## src/rtl/audio_dac_sched.sv

```systemverilog
`default_nettype none
// ============================================================================
// Module      : audio_dac_sched
// Description : Sample scheduler / mixer in front of the stereo hybrid
//               PWM/SD DAC. Two signed stereo sources (A = Paula mix,
//               B = auxiliary audio) hand samples over via valid/ready.
//               On every programmable sample tick one sample per source is
//               consumed, the two are mixed with saturation, scaled by a
//               click-free mute/unmute gain ramp and presented to the DAC
//               in offset binary.
// Revision    : 1.0  initial release
// ----------------------------------------------------------------------------
// Ports
//   clk              in   1   system clock, single domain
//   reset_n          in   1   asynchronous active-low reset
//   i_tick_div       in  12   sample period = i_tick_div+1 clk cycles
//   i_mute           in   1   1 = ramp to silence and hold, 0 = ramp up, play
//   i_a_valid        in   1   source A sample valid
//   o_a_ready        out  1   source A holding register empty
//   i_a_l, i_a_r     in  16   source A samples, two's complement
//   i_b_valid        in   1   source B sample valid
//   o_b_ready        out  1   source B holding register empty
//   i_b_l, i_b_r     in  16   source B samples, two's complement
//   o_d_l, o_d_r     out 16   DAC inputs, offset binary (16'h8000 = silence)
//   o_sample_strobe  out  1   one-cycle pulse when o_d_l/o_d_r update
//   o_underrun_a/_b  out  1   one-cycle pulse: tick found holding reg empty
//   o_muted          out  1   high while the gain FSM is in MUTED
// ============================================================================
module audio_dac_sched #(
    parameter int RAMP_STEP = 1          // gain step per tick, 1..256
) (
    input  logic        clk,
    input  logic        reset_n,
    input  logic [11:0] i_tick_div,
    input  logic        i_mute,
    input  logic        i_a_valid,
    output logic        o_a_ready,
    input  logic [15:0] i_a_l,
    input  logic [15:0] i_a_r,
    input  logic        i_b_valid,
    output logic        o_b_ready,
    input  logic [15:0] i_b_l,
    input  logic [15:0] i_b_r,
    output logic [15:0] o_d_l,
    output logic [15:0] o_d_r,
    output logic        o_sample_strobe,
    output logic        o_underrun_a,
    output logic        o_underrun_b,
    output logic        o_muted
);

    localparam logic [8:0] c_STEP  = 9'(RAMP_STEP);
    localparam logic [8:0] c_UNITY = 9'd256;

    typedef enum logic [1:0] {
        S_MUTED = 2'd0,
        S_UP    = 2'd1,
        S_RUN   = 2'd2,
        S_DOWN  = 2'd3
    } gain_state_t;

    // Signed 16-bit add with clamping to the representable range.
    function automatic logic [15:0] sat_add(input logic [15:0] x, input logic [15:0] y);
        logic [16:0] s;
        s = {x[15], x} + {y[15], y};
        if (s[16] != s[15])
            sat_add = s[16] ? 16'h8000 : 16'h7FFF;
        else
            sat_add = s[15:0];
    endfunction

    // ------------------------------------------------------------------
    // Sample tick generator
    // ------------------------------------------------------------------
    // The counter cannot be loaded from i_tick_div inside the asynchronous
    // reset branch, so the first cycle after reset acts as the load cycle:
    // it loads tick_div-1 (the value a reset-time load would have reached
    // one cycle later), or ticks straight away when tick_div is zero.
    logic [11:0] r_tick_cnt;
    logic        r_reload;
    logic        w_tick;

    assign w_tick = r_reload ? (i_tick_div == 12'd0) : (r_tick_cnt == 12'd0);

    always_ff @(posedge clk or negedge reset_n) begin
        if (!reset_n) begin
            r_tick_cnt <= 12'd0;
            r_reload   <= 1'b1;
        end else begin
            r_reload <= 1'b0;
            if (w_tick)
                r_tick_cnt <= i_tick_div;
            else if (r_reload)
                r_tick_cnt <= i_tick_div - 12'd1;
            else
                r_tick_cnt <= r_tick_cnt - 12'd1;
        end
    end

    // ------------------------------------------------------------------
    // Source holding registers ({left, right} packed)
    // ------------------------------------------------------------------
    logic [31:0] r_a_hold, r_a_last, r_b_hold, r_b_last;
    logic        r_a_full, r_b_full;
    logic        r_und_a, r_und_b;
    logic        w_a_acc, w_b_acc;
    logic [31:0] w_a_new, w_b_new;

    assign o_a_ready = reset_n & ~r_a_full;
    assign o_b_ready = reset_n & ~r_b_full;
    assign w_a_acc   = i_a_valid & o_a_ready;
    assign w_b_acc   = i_b_valid & o_b_ready;

    // Sample each source contributes on this tick: the fresh one if held,
    // otherwise the previous one is reused.
    assign w_a_new = r_a_full ? r_a_hold : r_a_last;
    assign w_b_new = r_b_full ? r_b_hold : r_b_last;

    always_ff @(posedge clk or negedge reset_n) begin
        if (!reset_n) begin
            r_a_hold <= 32'd0;
            r_a_last <= 32'd0;
            r_a_full <= 1'b0;
            r_b_hold <= 32'd0;
            r_b_last <= 32'd0;
            r_b_full <= 1'b0;
            r_und_a  <= 1'b0;
            r_und_b  <= 1'b0;
        end else begin
            // A full register cannot accept, so consume and accept never
            // collide; an accept on a tick with an empty register is kept
            // for the following tick.
            if (w_tick && r_a_full) begin
                r_a_last <= r_a_hold;
                r_a_full <= 1'b0;
            end else if (w_a_acc) begin
                r_a_hold <= {i_a_l, i_a_r};
                r_a_full <= 1'b1;
            end
            if (w_tick && r_b_full) begin
                r_b_last <= r_b_hold;
                r_b_full <= 1'b0;
            end else if (w_b_acc) begin
                r_b_hold <= {i_b_l, i_b_r};
                r_b_full <= 1'b1;
            end
            r_und_a <= w_tick & ~r_a_full;
            r_und_b <= w_tick & ~r_b_full;
        end
    end

    // ------------------------------------------------------------------
    // Gain FSM (advances on ticks only)
    // ------------------------------------------------------------------
    gain_state_t r_state, w_state_nxt;
    logic [8:0]  r_gain, w_gain_nxt;
    logic [9:0]  w_gain_inc;
    logic [8:0]  w_gain_up, w_gain_dn;

    assign w_gain_inc = {1'b0, r_gain} + {1'b0, c_STEP};
    assign w_gain_up  = (w_gain_inc >= {1'b0, c_UNITY}) ? c_UNITY : w_gain_inc[8:0];
    assign w_gain_dn  = (r_gain <= c_STEP) ? 9'd0 : (r_gain - c_STEP);

    always_ff @(posedge clk or negedge reset_n) begin
        if (!reset_n) begin
            r_state <= S_MUTED;
            r_gain  <= 9'd0;
        end else begin
            r_state <= w_state_nxt;
            r_gain  <= w_gain_nxt;
        end
    end

    always_comb begin
        w_state_nxt = r_state;
        w_gain_nxt  = r_gain;
        if (w_tick) begin
            case (r_state)
                S_MUTED: begin
                    if (!i_mute)
                        w_state_nxt = S_UP;
                end
                S_UP: begin
                    // Direction reversal costs one tick without a step.
                    if (i_mute) begin
                        w_state_nxt = S_DOWN;
                    end else begin
                        w_gain_nxt = w_gain_up;
                        if (w_gain_up == c_UNITY)
                            w_state_nxt = S_RUN;
                    end
                end
                S_RUN: begin
                    if (i_mute)
                        w_state_nxt = S_DOWN;
                end
                S_DOWN: begin
                    if (!i_mute) begin
                        w_state_nxt = S_UP;
                    end else begin
                        w_gain_nxt = w_gain_dn;
                        if (w_gain_dn == 9'd0)
                            w_state_nxt = S_MUTED;
                    end
                end
                default: begin
                    w_state_nxt = S_MUTED;
                    w_gain_nxt  = 9'd0;
                end
            endcase
        end
    end

    assign o_muted = (r_state == S_MUTED);

    // ------------------------------------------------------------------
    // Mix / scale / output pipeline (tick at T, strobe at T+3)
    // ------------------------------------------------------------------
    logic [15:0]        r_mix_l, r_mix_r;
    logic [8:0]         r_g1;
    logic               r_v1, r_v2;
    logic [15:0]        r_scaled_l, r_scaled_r;
    logic [15:0]        r_d_l, r_d_r;
    logic               r_strobe;
    logic signed [25:0] w_prod_l, w_prod_r;
    logic [15:0]        w_scaled_l, w_scaled_r;

    // Gain 0..256 is zero-extended so it multiplies as a positive value;
    // the arithmetic shift rounds toward minus infinity, and 256 gives the
    // mix back exactly.
    assign w_prod_l   = $signed({{10{r_mix_l[15]}}, r_mix_l}) * $signed({17'd0, r_g1});
    assign w_prod_r   = $signed({{10{r_mix_r[15]}}, r_mix_r}) * $signed({17'd0, r_g1});
    assign w_scaled_l = 16'(w_prod_l >>> 8);
    assign w_scaled_r = 16'(w_prod_r >>> 8);

    always_ff @(posedge clk or negedge reset_n) begin
        if (!reset_n) begin
            r_mix_l    <= 16'd0;
            r_mix_r    <= 16'd0;
            r_g1       <= 9'd0;
            r_v1       <= 1'b0;
            r_scaled_l <= 16'd0;
            r_scaled_r <= 16'd0;
            r_v2       <= 1'b0;
            r_d_l      <= 16'h8000;
            r_d_r      <= 16'h8000;
            r_strobe   <= 1'b0;
        end else begin
            r_v1 <= w_tick;
            if (w_tick) begin
                r_mix_l <= sat_add(w_a_new[31:16], w_b_new[31:16]);
                r_mix_r <= sat_add(w_a_new[15:0],  w_b_new[15:0]);
                // Gain in force when the tick happened, not the value the
                // FSM moves to on this same edge.
                r_g1    <= r_gain;
            end
            r_v2       <= r_v1;
            r_scaled_l <= w_scaled_l;
            r_scaled_r <= w_scaled_r;
            r_strobe   <= r_v2;
            if (r_v2) begin
                r_d_l <= r_scaled_l ^ 16'h8000;
                r_d_r <= r_scaled_r ^ 16'h8000;
            end
        end
    end

    assign o_d_l           = r_d_l;
    assign o_d_r           = r_d_r;
    assign o_sample_strobe = r_strobe;
    assign o_underrun_a    = r_und_a;
    assign o_underrun_b    = r_und_b;

endmodule
`default_nettype wire

```

## config.mk

```make
export PLATFORM = sky130hd
export DESIGN_NAME = audio_dac_sched
export DESIGN_NICKNAME = d
export VERILOG_FILES = /design/src/rtl/audio_dac_sched.sv
export SDC_FILE = /design/constraint.sdc
export NUM_CORES = 1
export LEC_CHECK = 0
export ABC_AREA = 1
export CORE_MARGIN = 4
export CORE_UTILIZATION = 30
export CTS_CLUSTER_DIAMETER = 200
export DETAILED_ROUTE_END_ITERATION = 7
export HOLD_SLACK_MARGIN = 0.15
export PLACE_DENSITY = 0.49
export SYNTH_ARGS = -nofsm -noshare
export SYNTH_HDL_FRONTEND = slang
export SYNTH_SLANG_ARGS = --single-unit
export TNS_END_PERCENT = 1
```

## constraint.sdc

```tcl
create_clock -name clk -period 5.8 [get_ports clk]
set_input_delay 1.16 -clock clk [delete_from_list [all_inputs] [get_ports clk]]
set_output_delay 1.16 -clock clk [all_outputs]
set_load 0.01 [all_outputs]
```

After elaboration in Yosys (flattened, before gate mapping)
Cells that the tools add are included.

word-level totals
  word-level logic and storage cells = 94
  flip-flop bits (word level) = 264
  output and inout bits = 38

operators by class
  eq/ne operators = 12
  $lt $le $gt $ge = 2
  multipliers = 2
  reduce and logical (&&, ||, !) cells = 13
  mux-type cells = 25
  bitwise operators = 12
  add/subtract/negate cells = 6

operators with widths
  cell                                                                                  count
  16-bit 2-to-1 mux                                                                     4
  32-bit 2-to-1 mux                                                                     2
  16-bit by 10-bit multiplier with 24-bit output                                        2
  9-bit 2-to-1 mux                                                                      4
  16-bit by 16-bit adder with 17-bit output                                             2
  12-bit logical NOT                                                                    2
  12-bit 2-to-1 mux                                                                     2
  12-bit by 1-bit subtractor with 12-bit output, second input constant                  2
  9-bit case mux with 2 select lines                                                    1
  2-bit 2-to-1 mux                                                                      6
  9-bit by 1-bit adder with 10-bit output, second input constant                        1
  10-bit by 9-bit greater-or-equal comparator with 1-bit output, second input constant  1
  9-bit equality test, second input constant                                            1
  9-bit by 1-bit <= comparator with 1-bit output, second input constant                 1
  9-bit logical NOT                                                                     1
  9-bit by 1-bit subtractor with 9-bit output, second input constant                    1
  2-bit inequality test, second input constant                                          4
  2-bit case mux with 4 select lines                                                    1
  1-bit AND                                                                             6
  3-bit inequality test, second input constant                                          2
  1-bit NOT                                                                             6
  2-bit nonzero test                                                                    3
  1-bit 2-to-1 mux                                                                      5
  5-bit AND reduction                                                                   1
  other kinds (7)                                                                       11

Logic depth before layout (Yosys ltp)
  word-level depth = 7
  gate-level depth with buffers = 25

Least setup slack after synthesis
Ideal clock, no wire load.

  path kind = register to register
  start = register r_g1[1]
  end = register r_scaled_r[15]
  required time = 5.680 ns
  stages on the path, launching flop included = 24
  period minus slack after synthesis = 4.952 ns
  path buffers = 2
  library setup time = 0.120 ns
  setup slack = 0.848 ns
  arrival = 4.832 ns
  cell sequence = dfrtp_1 clkbuf_1 clkbuf_1 nand2_1 fa_1 inv_1 fa_1 fa_1 fa_1 inv_1 fa_1 inv_1 ha_1 nand2_1 nor2_1 inv_1 nor3_1 nand3_1 nand3_1 nand2_1 inv_1 nor2_1 nand2_1 nand2_1

on the way
  longest elaborated chain between the ends = 1

ends and longest elaborated chain
  element                                         RTL line  RTL
  start: declaration                              220       logic [8:0] r_g1;
  start signal: assignment                        255       r_g1 <= r_gain;
  16-bit by 10-bit multiplier with 24-bit output  232       assign w_prod_r = $signed({{10{r_mix_r[15]}}, r_mix_r}) * $signed({17'd0, r_g1});
  via w_prod_r[23]                                225       logic signed [25:0] w_prod_l, w_prod_r;
  end signal: assignment                          259       r_scaled_r <= w_scaled_r;
  end: declaration                                222       logic [15:0] r_scaled_l, r_scaled_r;

The timed path passes the listed nets, and every way through them passes these cells.
A chain may end at the register's enable or synchronous reset.

Worst setup path in the final report
  start = register r_g1[2]
  end = register r_scaled_r[14]

Same word-level chain as after synthesis.

==> results.json <==
{
  "status": "finished, final reports clean",
  "start_kind": "flip-flop",
  "grt.overflow.total": 0,
  "mostFrequentLayoutCells": "nand2_1 (777), inv_1 (574), dfrtp_1 (261)",
  "core_area_um2": 76300,
  "antenna_found_initial": 0,
  "port_buffers": 118,
  "r2r_setup_slack_ns": 0.45,
  "syn_nets": 3419,
  "num_rows": 101,
  "holdPathStages": 1,
  "die_area_um2": 82000,
  "grtUsageTotal": 0.142,
  "fp.dieH_um": 286,
  "drt-total-wl_um": 57100,
  "post_cts_resized": 0,
  "drc": 0,
  "fin_worst_skew_ns": 0.0231,
  "final_common_cell": "nand2_1",
  "setup_viol": 0,
  "drive_gt1_frac": 0.0487,
  "synth-edff-count": 0,
  "grt_max_degree": 158,
  "r2r-end": "r_scaled_r[14]$_DFF_PN0_",
  "holdCritStartpoint": "r_scaled_r[15]$_DFF_PN0_",
  "crit_path_end_kind": "flip-flop",
  "synthArstFlopShare": 1.00,
  "critPathMaxFanout": 18,
  "grt_pass1_vias": 18400,
  "fin_crit_ns": 5.35,
  "routabilityCongestion": 0.866,
  "crit_arrival_ns": 5.83,
  "min_to": "o_d_r[15]$_DFFE_PN1P_",
  "clk_pin_slew_ns": 0.06,
  "post_cts_buffers": 0,
  "powerDensity_nw_per_um2": 410,
  "critical_path_class": "flip-flop to flip-flop",
  "fin_nets": 3466,
  "initial_utilization": 0.304,
  "syn-cell-area_um2": 23200,
  "timing.hold.ws_ns": 0.417,
  "cts.sinks": 264,
  "timing.slew.headroom": 0.319,
  "synthCells": 2968,
  "fin_tns_setup_ns": 0,
  "vias": 17800,
  "fmax_ghz": 0.187,
  "dp_hpwl_um": 44400,
  "grt_pass1_wl_um": 97400,
  "fp.dieW_um": 286,
  "maxCapViolations": 0,
  "finalMaxSlewViolations": 0,
  "avgSynthCellArea_um2": 7.83,
  "cts_hold_buf": 0,
  "yosysSeqAreaShare": 0.285,
  "ys_seq_elements": 264,
  "num_antenna_cells": 0,
  "reg2reg_from": "r_g1[2]$_DFFE_PN0P_",
  "final-hold-violation-count": 0,
  "num_io_pins": 119,
  "ant_nets": 0,
  "hold_path.class": "flip-flop to flip-flop",
  "dr.pass1.iters": 5,
  "p_leak_nw": 14.2,
  "wire_per_inst_um": 14.0,
  "grt_setup_unrepaired": "false",
  "cts_buffers": 31,
  "vdd.ir_drop.worst_mv": 0.257,
  "htree_levels": 1,
  "clock_path_buffers": 3,
  "cts_tree": "built",
  "fin_crit_sh": 0.923,
  "drt_iter0_drc": 932,
  "clk_latency_ns": 0.61,
  "tightest_slew_ns": 1.02,
  "cp_data_required_time_ns": 6.28,
  "synth.distinct_cells": 51,
  "viasPerCell": 4.39,
  "synth-warning-count": 0,
  "root_buffer": "clkbuf_16",
  "syn_to_final_growth_pct": 14.1,
  "ys.flop_type": "dfrtp_1",
  "r2r_cells": 17
}
## sequential cells by signal (all words and copies together), names as in the netlist, 16 cells and up
name	count
r_mix_r	16
r_b_hold	32
r_a_hold	32
r_scaled_r	16
r_mix_l	16
r_b_last	32
r_scaled_l	16
r_a_last	32
o_d_r	16
o_d_l	16
## layout make-up
| type | count | area, µm² |
|---|---|---|
| multi-input combinational | 1994 | 13900 |
| timing repair buffer | 145 | 1410 |
| inverter | 579 | 2170 |
| clock buffer | 40 | 860 |
| fill | 8229 | 49800 |
| clock inverter | 15 | 277 |
| tap | 1030 | 1290 |
| sequential | 264 | 6610 |
## kinds of logic (layout without fill, tap and decap cells)
kind of cell,count (synthesis),in the layout,share of synthesized area
AOI/OAI and AO/OA,422,422,0.0979
xor gates and xnor gates,76,76,0.0287
adders and majority gates,370,370,0.274
buffers and inverters,710,779,0.118
DFF,264,264,0.285
muxes,2,2,0.000862
other,1,1,0.000161
and+or+nand+nor,1123,1123,0.196
## synth_stat cells (2+ instances only)
cell      instances  area [µm²]
a211oi_1          3        22.5
a21o_1            4        30.0
a21oi_1         160         801
a21oi_2          22         193
a22oi_1           3        22.5
a31oi_1           5        31.3
and2_1            3        18.8
buf_1             8        30.0
buf_2            21         105
buf_4             4        30.0
buf_6             4        45.0
clkbuf_1         91         342
clkbuf_2          2        10.0
clkinv_1          4        15.0
dfrtp_1         261        6530
dfstp_2           3        78.8
fa_1            230        4600
ha_1            140        1750
inv_1           574        2150
mux2i_1           2        20.0
nand2_1         779        2920
nand2_2          16         100
nand3_1          66         330
nand3_2           7        70.1
nand3b_1          2        15.0
nand4_1          21         131
nor2_1          193         724
nor2_2            9        56.3
nor2_4            3        33.8
nor3_1           14        70.1
nor4_1            5        31.3
o21ai_0         202        1010
o21ai_1           5        25.0
o21ai_2           2        17.5
o21bai_1          9        67.6
o22ai_1           2        12.5
xnor2_1          19         166
xor2_1           57         499
## how the worst max path moves through the flow
stage	from	to	cells past startpoint	slack [ns]
after CTS	r_g1[5]$_DFFE_PN0P_	r_scaled_l[12]$_DFF_PN0_	18	0.42
after global placement	r_g1[5]$_DFFE_PN0P_	r_scaled_l[12]$_DFF_PN0_	18	0.44
final	r_g1[2]$_DFFE_PN0P_	r_scaled_r[14]$_DFF_PN0_	17	0.45
after floorplan	r_g1[1]$_DFFE_PN0P_	r_scaled_r[15]$_DFF_PN0_	23	0.85
after detailed placement	r_g1[2]$_DFFE_PN0P_	r_scaled_r[14]$_DFF_PN0_	17	0.44
after global routing	r_g1[2]$_DFFE_PN0P_	r_scaled_r[14]$_DFF_PN0_	18	0.07
## per-stage QoR
step	instances	area (µm²)	power [W]	util	setup WS, ns
2_1_floorplan	2968	23200	0.00719	-	0.848
3_3_place_gp	4012	25400	0.00878	0.332	0.435
3_5_place_dp	4012	25400	0.00877	0.332	0.439
4_1_cts	4067	26500	0.0110	0.347	0.424
5_1_grt	4067	26500	0.0121	0.347	0.0662
6_report	4067	26500	0.0109	0.347	0.447
## critical path, cell delays in order (launching register included)
cell,delay (ns)
dfrtp_1,0.80
nand2_1,0.20
fa_1,0.66
inv_1,0.13
fa_1,0.51
inv_1,0.05
fa_1,0.55
fa_1,0.43
fa_1,0.49
inv_1,0.04
ha_1,0.38
nand2_1,0.10
nor3_1,0.29
nand2_1,0.12
nor4_1,0.18
nand2_1,0.14
nand4_1,0.10
nand2_1,0.05
## metal layers
layer / routed length, µm / part of all wire / up-vias / global-route usage
met5: 0 / 0 / - / 0
met4: 807 / 0.014 / 0 / 0.0216
met3: 2200 / 0.038 / 46 / 0.0184
met2: 24700 / 0.43 / 284 / 0.222
met1: 29400 / 0.51 / 8432 / 0.215
li1: - / - / 9086 / -
## power by group
| part | internal, W | switching, W | leakage [nW] | total [W] |
|---|---|---|---|---|
| Sequential | 0.00222 | 0.000119 | 3.04 | 0.00234 |
| Clock | 0.00135 | 0.000818 | 0.548 | 0.00217 |
| Combinational | 0.00228 | 0.00406 | 10.6 | 0.00634 |
| Total | 0.00586 | 0.00499 | 14.2 | 0.0109 |
Note: power is estimated with default switching activity, not from simulation.
